## config.mk

```make
export PLATFORM = sky130hd
export DESIGN_NAME = swerve_angle_scheduler
export DESIGN_NICKNAME = d
export VERILOG_FILES = /design/src/rtl/swerve_angle_scheduler_pkg.sv /design/src/rtl/swerve_angle_scheduler_rr_arbiter.sv /design/src/rtl/swerve_angle_scheduler.sv
export SDC_FILE = /design/constraint.sdc
export NUM_CORES = 1
export LEC_CHECK = 0
export CAP_MARGIN = 20
export CORE_ASPECT_RATIO = 1.4
export CORE_MARGIN = 4
export CORE_UTILIZATION = 45
export CTS_BUF_LIST = sky130_fd_sc_hd__clkbuf_16
export DETAILED_ROUTE_END_ITERATION = 8
export GPL_ROUTABILITY_DRIVEN = 0
export PLACE_DENSITY = 0.81
export SYNTH_ARGS = -nofsm -noshare
export SYNTH_HDL_FRONTEND = slang
export SYNTH_SLANG_ARGS = --single-unit
```

## constraint.sdc

```tcl
create_clock -name clock -period 3.9 [get_ports clock]
set_input_delay 0.975 -clock clock [delete_from_list [all_inputs] [get_ports clock]]
set_output_delay 0.975 -clock clock [all_outputs]
set_load 0.05 [all_outputs]
```

## src/rtl/swerve_angle_scheduler_pkg.sv

```systemverilog
// Shared definitions for swerve_angle_scheduler: scheduler state encoding and
// width helpers used by the top level and the round-robin arbiter.
package swerve_sched_pkg;

    typedef enum logic [2:0] {
        IDLE,
        ISSUE,
        WAIT,
        SETTLE,
        FINISH
    } sched_state_e;

    localparam int ACTIVE_IDX_W = 3;

    function automatic int idx_width(input int n);
        return (n <= 2) ? 1 : $clog2(n);
    endfunction

endpackage

```

## src/rtl/swerve_angle_scheduler_rr_arbiter.sv

```systemverilog
// Combinational round-robin picker: first set request at or after ptr,
// wrapping modulo N. The pointer register lives in the parent.
module rr_arbiter #(
    parameter int N     = 4,
    parameter int IDX_W = 2
) (
    input  logic [N-1:0]     req,
    input  logic [IDX_W-1:0] ptr,
    output logic [N-1:0]     grant,
    output logic [IDX_W-1:0] idx
);

    // Scan from farthest to nearest so the candidate closest to ptr is written last.
    always_comb begin
        logic [IDX_W-1:0] j;
        grant = '0;
        idx   = '0;
        j     = '0;
        for (int k = N - 1; k >= 0; k--) begin
            j = IDX_W'((int'(ptr) + k) % N);
            if (req[j]) begin
                grant    = '0;
                grant[j] = 1'b1;
                idx      = j;
            end
        end
    end

endmodule

```

## src/rtl/swerve_angle_scheduler.sv

```systemverilog
// Time-shares one angle_to_pwm engine among NUM_WHEELS steering requesters.
// Optional macro SWERVE_SCHED_DEADBAND_EN completes near-target requests without an engine move.
module swerve_angle_scheduler
    import swerve_sched_pkg::*;
#(
    parameter int NUM_WHEELS     = 4,
    parameter int ANGLE_W        = 12,
    parameter int TIMEOUT_CYCLES = 2000000,
    parameter int SETTLE_CYCLES  = 16,
    parameter int DEADBAND       = 2
) (
    input  logic                          clock,
    input  logic                          reset,
    input  logic [NUM_WHEELS-1:0]         req,
    input  logic [NUM_WHEELS*ANGLE_W-1:0] req_angle,
    input  logic [NUM_WHEELS*ANGLE_W-1:0] enc_angle,
    output logic [ANGLE_W-1:0]            target_angle,
    output logic [ANGLE_W-1:0]            current_angle,
    output logic                          angle_update,
    output logic                          abort_angle,
    input  logic                          angle_done,
    input  logic                          startup_fail,
    output logic [NUM_WHEELS-1:0]         wheel_done,
    output logic [NUM_WHEELS-1:0]         wheel_fail,
    output logic                          busy,
    output logic [ACTIVE_IDX_W-1:0]       active_idx
);

    localparam int IDX_W   = idx_width(NUM_WHEELS);
    localparam int CNT_MAX = (TIMEOUT_CYCLES > SETTLE_CYCLES) ? TIMEOUT_CYCLES : SETTLE_CYCLES;
    localparam int CNT_W   = $clog2(CNT_MAX) + 1;
    localparam logic [CNT_W-1:0] TIMEOUT_LAST = CNT_W'(TIMEOUT_CYCLES - 1);
    localparam logic [CNT_W-1:0] SETTLE_LAST  = CNT_W'(SETTLE_CYCLES - 1);
`ifdef SWERVE_SCHED_DEADBAND_EN
    localparam bit DEADBAND_EN = 1'b1;
`else
    localparam bit DEADBAND_EN = 1'b0;
`endif

    sched_state_e       state_q, state_d;
    logic [IDX_W-1:0]   ptr_q, ptr_d;
    logic [IDX_W-1:0]   idx_q, idx_d;
    logic [ANGLE_W-1:0] target_q, target_d;
    logic [ANGLE_W-1:0] current_q, current_d;
    logic [CNT_W-1:0]   cnt_q, cnt_d;

    logic [ANGLE_W-1:0]    req_arr [NUM_WHEELS];
    logic [ANGLE_W-1:0]    enc_arr [NUM_WHEELS];
    logic [NUM_WHEELS-1:0] grant;
    logic [IDX_W-1:0]      grant_idx;
    logic [ANGLE_W-1:0]    enc_sel;
    logic [ANGLE_W-1:0]    fwd_dist, rev_dist, near_dist;
    logic                  in_deadband;
    logic [IDX_W-1:0]      next_ptr;
    logic [NUM_WHEELS-1:0] wheel_mask;

    always_comb begin
        for (int i = 0; i < NUM_WHEELS; i++) begin
            req_arr[i] = req_angle[i*ANGLE_W +: ANGLE_W];
            enc_arr[i] = enc_angle[i*ANGLE_W +: ANGLE_W];
        end
    end

    rr_arbiter #(
        .N     (NUM_WHEELS),
        .IDX_W (IDX_W)
    ) u_arb (
        .req   (req),
        .ptr   (ptr_q),
        .grant (grant),
        .idx   (grant_idx)
    );

    assign enc_sel    = enc_arr[idx_q];
    assign next_ptr   = (idx_q == IDX_W'(NUM_WHEELS - 1)) ? '0 : idx_q + IDX_W'(1);
    assign wheel_mask = NUM_WHEELS'(1) << idx_q;

    // Shortest circular distance between target and live encoder angle.
    always_comb begin
        fwd_dist    = target_q - enc_sel;
        rev_dist    = enc_sel - target_q;
        near_dist   = (fwd_dist <= rev_dist) ? fwd_dist : rev_dist;
        in_deadband = DEADBAND_EN && (32'(near_dist) <= 32'(DEADBAND));
    end

    always_comb begin
        state_d      = state_q;
        ptr_d        = ptr_q;
        idx_d        = idx_q;
        target_d     = target_q;
        current_d    = current_q;
        cnt_d        = cnt_q;
        angle_update = 1'b0;
        abort_angle  = 1'b0;
        wheel_done   = '0;
        wheel_fail   = '0;

        if (state_q != IDLE) begin
            current_d = enc_sel;
        end

        unique case (state_q)
            IDLE: begin
                if (|grant) begin
                    idx_d     = grant_idx;
                    target_d  = req_arr[grant_idx];
                    current_d = enc_arr[grant_idx];
                    state_d   = ISSUE;
                end
            end
            ISSUE: begin
                cnt_d = '0;
                if (in_deadband) begin
                    state_d = FINISH;
                end else begin
                    angle_update = 1'b1;
                    state_d      = WAIT;
                end
            end
            WAIT: begin
                cnt_d = cnt_q + CNT_W'(1);
                if (angle_done) begin
                    state_d = FINISH;
                end else if (startup_fail) begin
                    abort_angle = 1'b1;
                    wheel_fail  = wheel_mask;
                    cnt_d       = '0;
                    state_d     = SETTLE;
                end else if (!req[idx_q]) begin
                    abort_angle = 1'b1;
                    cnt_d       = '0;
                    state_d     = SETTLE;
                end else if (cnt_q == TIMEOUT_LAST) begin
                    abort_angle = 1'b1;
                    wheel_fail  = wheel_mask;
                    cnt_d       = '0;
                    state_d     = SETTLE;
                end
            end
            SETTLE: begin
                cnt_d = cnt_q + CNT_W'(1);
                if (cnt_q == SETTLE_LAST) begin
                    cnt_d   = '0;
                    ptr_d   = next_ptr;
                    state_d = IDLE;
                end
            end
            FINISH: begin
                wheel_done = wheel_mask;
                ptr_d      = next_ptr;
                state_d    = IDLE;
            end
            default: state_d = IDLE;
        endcase

        // Reset drops the grant silently; the engine is reset on its own.
        if (reset) begin
            angle_update = 1'b0;
            abort_angle  = 1'b0;
            wheel_done   = '0;
            wheel_fail   = '0;
        end
    end

    always_ff @(posedge clock) begin
        if (reset) begin
            state_q   <= IDLE;
            ptr_q     <= '0;
            idx_q     <= '0;
            target_q  <= '0;
            current_q <= '0;
            cnt_q     <= '0;
        end else begin
            state_q   <= state_d;
            ptr_q     <= ptr_d;
            idx_q     <= idx_d;
            target_q  <= target_d;
            current_q <= current_d;
            cnt_q     <= cnt_d;
        end
    end

    assign target_angle  = target_q;
    assign current_angle = current_q;
    assign busy          = (state_q != IDLE);
    assign active_idx    = ACTIVE_IDX_W'(idx_q);

endmodule
```

==> results_tabular.tex <==
\begin{tabular}{lr}
\hline
Metric & Value \\
\hline
\multicolumn{2}{l}{\textbf{Setup path}} \\
\quad Critical path peak fanout & 8 \\
\quad Critical Path RT & 2920 ps \\
\quad Critical register-to-register path startpoint & ptr\_q[0]\$\_SDFFE\_PP0P\_ \\
\quad Type of the worst setup path & in -> out \\
\quad R2r worst-path depth & 10 \\
\quad Slack of the worst reg-to-reg path & 580 ps \\
\quad Crit start category & input port \\
\quad Worst setup EP type & output pin \\
\quad Worst r2r dst & current\_angle[10]\$\_SDFF\_PP0\_ \\
\quad Critical path arrival & 2790 ps \\
\multicolumn{2}{l}{\textbf{Layout}} \\
\quad Antenna Diode Count & 0 \\
\quad Area used by multi-input combinational logic & $\sim$2700 um\^{}2 \\
\quad Share of layout cells above drive strength 1 & 11.1\% \\
\quad Area taken by flip-flops and latches & 1060 um\^{}2 \\
\quad Final net count & between 600 and 700 \\
\quad Layout fillers & a little under 700 \\
\quad P\&R area growth vs syn & 44.0\% \\
\quad Post-Layout Inst Area & between 5000 and 6000 um\^{}2 \\
\multicolumn{2}{l}{\textbf{Logic synthesis}} \\
\quad Register bit count reported by yosys & 53 \\
\quad Leading cell type by number of instances after synthesis & mux2i\_1 \\
\quad Number of synthesized flops with an enable pin & 0 \\
\quad Dominant register cell in the synthesized netlist & dfxtp\_1 \\
\quad Count of cell types in the netlist & 54 \\
\quad Total of warnings raised by yosys & 0 \\
\quad Commonest cells in the netlist & mux2i\_1, dfxtp\_1, nand2\_1, o221ai\_1 \\
\quad Synthesized-area fraction occupied by adder cells & under 10\% \\
\quad Post-synthesis mux area share & between 20 and 25\% \\
\quad Fraction of synthesis flops using an asynchronous set or reset pin & 0\% \\
\quad Largest family of logic cells by synthesized area & multiplexers \\
\quad Area leader, netlist & dfxtp\_1 \\
\quad Net Count, Synth & $\sim$540 \\
\quad Area of the mapped netlist & between 3000 and 4000 um\^{}2 \\
\quad Post-synthesis compound-gate area fraction & between 15 and 20\% \\
\quad Cells after synthesis & about 430 \\
\quad Area share of the leading cell type in the synthesized netlist & 27.0\% \\
\quad Dominant cells by area after synthesis & dfxtp\_1, mux2i\_1, mux4\_2 \\
\quad Simple-Gate Fraction of Synth Area & a little under a quarter \\
\quad Share of the synthesized netlist area taken by xor and xnor gates & less than 1\% \\
\quad Seq/Total Area, Yosys & a little over a quarter \\
\quad Average size of a mapped cell & roughly 9.2 um\^{}2 \\
\multicolumn{2}{l}{\textbf{Power and ir drop}} \\
\quad Power share of the combinational group & a little under half \\
\quad Internal power & $\sim$1.2 mW \\
\quad Worst vdd ir & slightly above 200 uV \\
\quad Leakage dissipation & 1.98 nW \\
\quad Clock share of power & between 20\% and 30\% \\
\quad P\_sw & $\sim$0.8 mW \\
\quad Cell Pwr Density & around 360 nW/um\^{}2 \\
\quad Sequential cell fraction of total power & around 33\% \\
\quad Switching share of power & roughly two fifths \\
\multicolumn{2}{l}{\textbf{Hold path}} \\
\quad Type of the tightest min-delay check & reg -> reg \\
\quad Hold Path Cell Cnt & 2 \\
\quad Hold endpoint & target\_angle[0]\$\_SDFFE\_PP0P\_ \\
\quad Hold path startpoint & target\_angle[0]\$\_SDFFE\_PP0P\_ \\
\multicolumn{2}{l}{\textbf{Floorplan}} \\
\quad Standard cell core area & approximately 8600 um\^{}2 \\
\quad Die X & roughly 87 um \\
\quad Num ports & approximately 140 \\
\quad Die Ht & 119 um \\
\quad Initial core utilization & about 46\% \\
\quad DIE AREA & just over 10000 um\^{}2 \\
\quad Standard-cell rows & 40 \\
\multicolumn{2}{l}{\textbf{Clocking}} \\
\quad Root buffer selected by CTS & clkbuf\_16 \\
\quad CTS tree & built \\
\quad Depth of the CTS H-tree & 2 \\
\quad Max clock buf depth & 2 \\
\quad Resized cells post-CTS & 0 \\
\quad Setup repair bufs after CTS & 0 \\
\quad Number of hold buffers added after cts & 0 \\
\quad Clock latency on the worst-skew pair & 300 ps \\
\quad Total clock sinks & between 50 and 60 \\
\quad Clock-pin slew reported for the worst setup and hold paths after clock tree synthesis & around 70 ps \\
\quad Cts bufs inserted & 5 \\
\multicolumn{2}{l}{\textbf{Placed design}} \\
\quad Post-DP Area & roughly 5500 um\^{}2 \\
\quad Hpwl dp & $\sim$9400 um \\
\quad Worst slack at placement & $\sim$150 ps \\
\quad IO Port Bufs & 140 \\
\multicolumn{2}{l}{\textbf{STA}} \\
\quad RSZ-0062 raised after global routing & no \\
\quad Fin Clk Skew & roughly 8.7 ps \\
\quad Achievable Freq & 266 MHz \\
\quad Max Slew Vio Count & 0 \\
\quad Portion of the clock cycle consumed by the worst path in the final layout & 96.4\% \\
\quad Hold Slack & slightly above 500 ps \\
\quad Final number of setup-violating endpoints & 0 \\
\quad Setup tns final & 0 ps \\
\quad Number of hold violations in the final report & 0 \\
\quad Final min period & 3760 ps \\
\quad Max-slew headroom at the worst pin & 42.6\% \\
\quad Slew at the pin closest to its max-slew limit & between 800 and 900 ps \\
\quad Minimum setup slack in the final design & approximately 140 ps \\
\multicolumn{2}{l}{\textbf{Global routing}} \\
\quad First-pass GRT wire length & around 20000 um \\
\quad Global route overflow & 0 \\
\quad Vias in the first global route & $\sim$4100 \\
\quad Pin count of the biggest net entering global routing & 33 \\
\quad Number of antenna violations at the first check in global routing & 0 \\
\quad Total routing usage reported by global routing & a little under a quarter \\
\multicolumn{2}{l}{\textbf{Route}} \\
\quad Routed length per placed instance & approximately 19 um \\
\quad Total length of routed wires & approximately 12000 um \\
\quad Antenna viol nets, final & 0 \\
\quad 1st-pass router iterations & 8 \\
\quad Post-detailed-route DRC marker count & 0 \\
\quad Number of vias in the routed layout & around 4100 \\
\quad Vias per inst & 6.18 \\
\quad Violation count after the first detailed-routing iteration & $\sim$370 \\
\multicolumn{2}{l}{\textbf{Flow run}} \\
\quad Number of max-cap violations & 0 \\
\multicolumn{2}{l}{\textbf{Run status}} \\
\quad Run status & complete, no violations \\
\hline
\end{tabular}
-- layer usage --
| metal | vias to the layer above | track usage, % | share of wire (%) | wire [um] |
|---|---|---|---|---|
| li1 | 1917 | - | - | - |
| met3 | 20 | 6.69 | 8.9 | 1100 |
| met2 | 202 | 40.6 | 51 | 6250 |
| met1 | 1922 | 28.4 | 38 | 4680 |
| met4 | 0 | 8.38 | 2.4 | 300 |
| met5 | - | 0 | 0 | 0 |
-- through the flow --
stage / power (mW) / std cells / utilization [%]
after floorplan: 1.25 / 426 / -
after detailed placement: 1.60 / 649 / 64.4
after global routing: 2.12 / 657 / 66.1
after global placement: 1.58 / 649 / 64.4
after CTS: 2.04 / 657 / 66.1
final: 2.04 / 657 / 66.1
-- critical path, cell delays in order --
cell             delay [ps]
clkdlybuf4s50_1         520
mux4_2                  560
nor2b_1                 180
o41a_1                  160
nor2_1                  220
buf_12                  170
-- registers in the layout (all words and copies together) (netlist names) --
name	flops
cnt_q	22
current_angle	12
target_angle	12
state_q	3
idx_q	2
ptr_q	2
-- worst max path at each step --
stage,start,end,slack (ps),cells past startpoint
3_3_place_gp,req[1],abort_angle,220,6
3_5_place_dp,req[1],abort_angle,150,6
4_1_cts,req[1],abort_angle,150,6
2_1_floorplan,req[3],abort_angle,370,5
5_1_grt,req[1],abort_angle,70,6
6_report,req[1],abort_angle,140,6
-- cell families after synthesis --
logic type,Yosys count
other,1
adders and majority gates,12
buffers and inverters,44
and+or+nand+nor,156
AOI/OAI and AO/OA,89
DFF,53
xor gates and xnor gates,1
muxes,70
-- power groups by stage --
stage / clock, mW / combinational (mW) / sequential, mW
after detailed placement: 0 / 0.924 / 0.675
after global placement: 0 / 0.911 / 0.670
after CTS: 0.449 / 0.929 / 0.663
after global routing: 0.468 / 0.980 / 0.671
after floorplan: 0 / 0.392 / 0.855
final: 0.444 / 0.928 / 0.664
-- area by class of cell --
class / instances / area share (%)
sequential: 53 / 18.8
timing repair buffer: 155 / 28.8
tap: 105 / 2.32
multi-input combinational: 329 / 47.2
clock inverter: 3 / 0.266
clock buffer: 5 / 2.21
inverter: 7 / 0.465
-- cell usage in the layout (no fill, tap or decap), types with 4 or more instances in the layout --
cell type | netlist | layout
or2_2 | 5 | 5
buf_12 | 1 | 11
or3_1 | 13 | 13
nor3_1 | 5 | 5
nor4_1 | 8 | 7
o21ai_0 | 7 | 7
mux2i_1 | 54 | 54
a21oi_1 | 9 | 9
and3_1 | 6 | 6
a32oi_1 | 12 | 12
clkbuf_16 | 0 | 5
buf_4 | 4 | 14
ha_1 | 12 | 12
clkdlybuf4s50_1 | 0 | 130
a31oi_1 | 16 | 16
dfxtp_1 | 53 | 53
nor2_1 | 18 | 18
nand3b_1 | 20 | 20
mux4_2 | 16 | 16
inv_1 | 7 | 9
nand3_1 | 23 | 23
nor3b_1 | 4 | 4
and2_1 | 10 | 10
nand2_1 | 26 | 26
o221ai_1 | 24 | 24
Power figures use the tool's default switching activity.
==> RTL edit (same flow settings) <==
The option `SWERVE_SCHED_DEADBAND_EN` is turned on by a define.
--- a/src/rtl/swerve_angle_scheduler.sv
+++ b/src/rtl/swerve_angle_scheduler.sv
@@ -1,5 +1,7 @@
 // Time-shares one angle_to_pwm engine among NUM_WHEELS steering requesters.
 // Optional macro SWERVE_SCHED_DEADBAND_EN completes near-target requests without an engine move.
+`define SWERVE_SCHED_DEADBAND_EN
+
 module swerve_angle_scheduler
     import swerve_sched_pkg::*;
 #(
Check against the original RTL: not equivalent (a bounded check fails within 4 cycles, from zero or initial values and one cycle with reset high).
==> RTL edit against the unedited design <==
- the flow now finishes with violations (negative setup slack)
- utilization grew 7.7 points
- sequential cell count unchanged
- worst setup slack worse by 2200 ps
- routed wire length increased by 87%
- power grew to 3.0 times the old value
- design area is 49% higher
- area after synthesis grew 36%
- largest cell class unchanged
- largest power group unchanged
==> RTL edit: results (changes against the unedited design) <==
[setup_path]
worstReg2RegStart=idx_q[0]
cp.arrival_ps=5030  ; +2240 ps
critPathMaxStageDelay_ps=520  ; -40 ps
rr_worst_depth=20  ; +10
critPathTopFamily=compound AO/OA/AOI/OAI gates
cp-endpoint=angle_update
rr_endpoint=state_q[2]
r2r_slack_ps=-980  ; -1560 ps

[global_routing]
grt_max_degree=51  ; +55%
met2_usage_pct=55.6  ; +15 points
gr-usage-met3_pct=5.35  ; -1.3 points
met1_usage_pct=33.6  ; +5.2 points
grt_pass1_vias=6693  ; +63%
grt_first_pass_wirelength_um=33600  ; +69%

[detailed_routing]
drt-initial-drc-count=576  ; +58%
met2_length_um=11800  ; +89%
met1_length_um=8040  ; +72%
routed_wl_um=23100  ; +87%
wl_per_cell_um=21.8  ; +16%
route.met3.wl_um=1740  ; +58%

[status]
violations=negative setup slack
status=finished with violations

[place]
placed_area_um2=7460  ; +35%
place_hpwl_um=14900  ; +57%
dpl.cell_count=1013  ; +56%
pre_cts_slack_ps=-2270  ; -2410 ps

[pwr]
p_leak_nw=3.58  ; +80%
p_switching_w=0.00297  ; +270%
p_clk_w=0.000575  ; +30%
share_comb_of_total_power_pct=78.7  ; +33 points
ir_worst_vdd_v=0.000360  ; +76%

[sta]
clock_skew_ps=6.16  ; -2.53 ps
worst_slack_ps=-2110  ; -2250 ps
setup_tns_ps=-4230  ; -4230 ps
relSlewSlack_pct=24.5  ; -18 points
setup_violations=3  ; +3

[yosys]
synth_area_per_cell_um2=7.67  ; -17%
synth_common_cells=nand2_1 (93), a21oi_1 (72), nor2_1 (55)
yosysSeqAreaShare_pct=19.9  ; -7.1 points
synthTopCellsByArea=dfxtp_1 (20%), ha_1 (10%), mux2i_1 (10%)

[cells_and_area]
finalNetCount=1065  ; +60%
fillCellCount=777  ; +14%

[hold_path]
min_to=cnt_q[20]
min-delay-start=cnt_q[20]

==> RTL edit: cells by family after synthesis <==
family / count (synthesis) / synth area share (%)
compound gates: 165 / 19.9
xor+xnor: 17 / 2.80
fa+ha+maj: 46 / 11.1
buf+inv: 82 / 6.48
flops: 53 / 19.9
mux: 68 / 16.3
other cells: 1 / 0.0704
simple gates: 262 / 23.4
==> RTL edit: area by class of cell <==
class                           count  area (µm²)  area share, %
Multi-Input combinational cell    559        4520           53.6
Timing Repair Buffer              259        2350           27.8
Sequential cell                    53        1070           12.6
Tap cell                          144         180           2.13
Clock buffer                        6         150           1.78
Inverter                           37         139           1.64
Clock inverter                      2        38.8          0.459
==> RTL edit: repair_timing <==
action                     in CTS  in global routing
pin swaps                      46                 42
resized for setup             117                 71
setup endpoints to repair       3                  3
buffers inserted               18                 22
hold endpoints to repair        0                  0
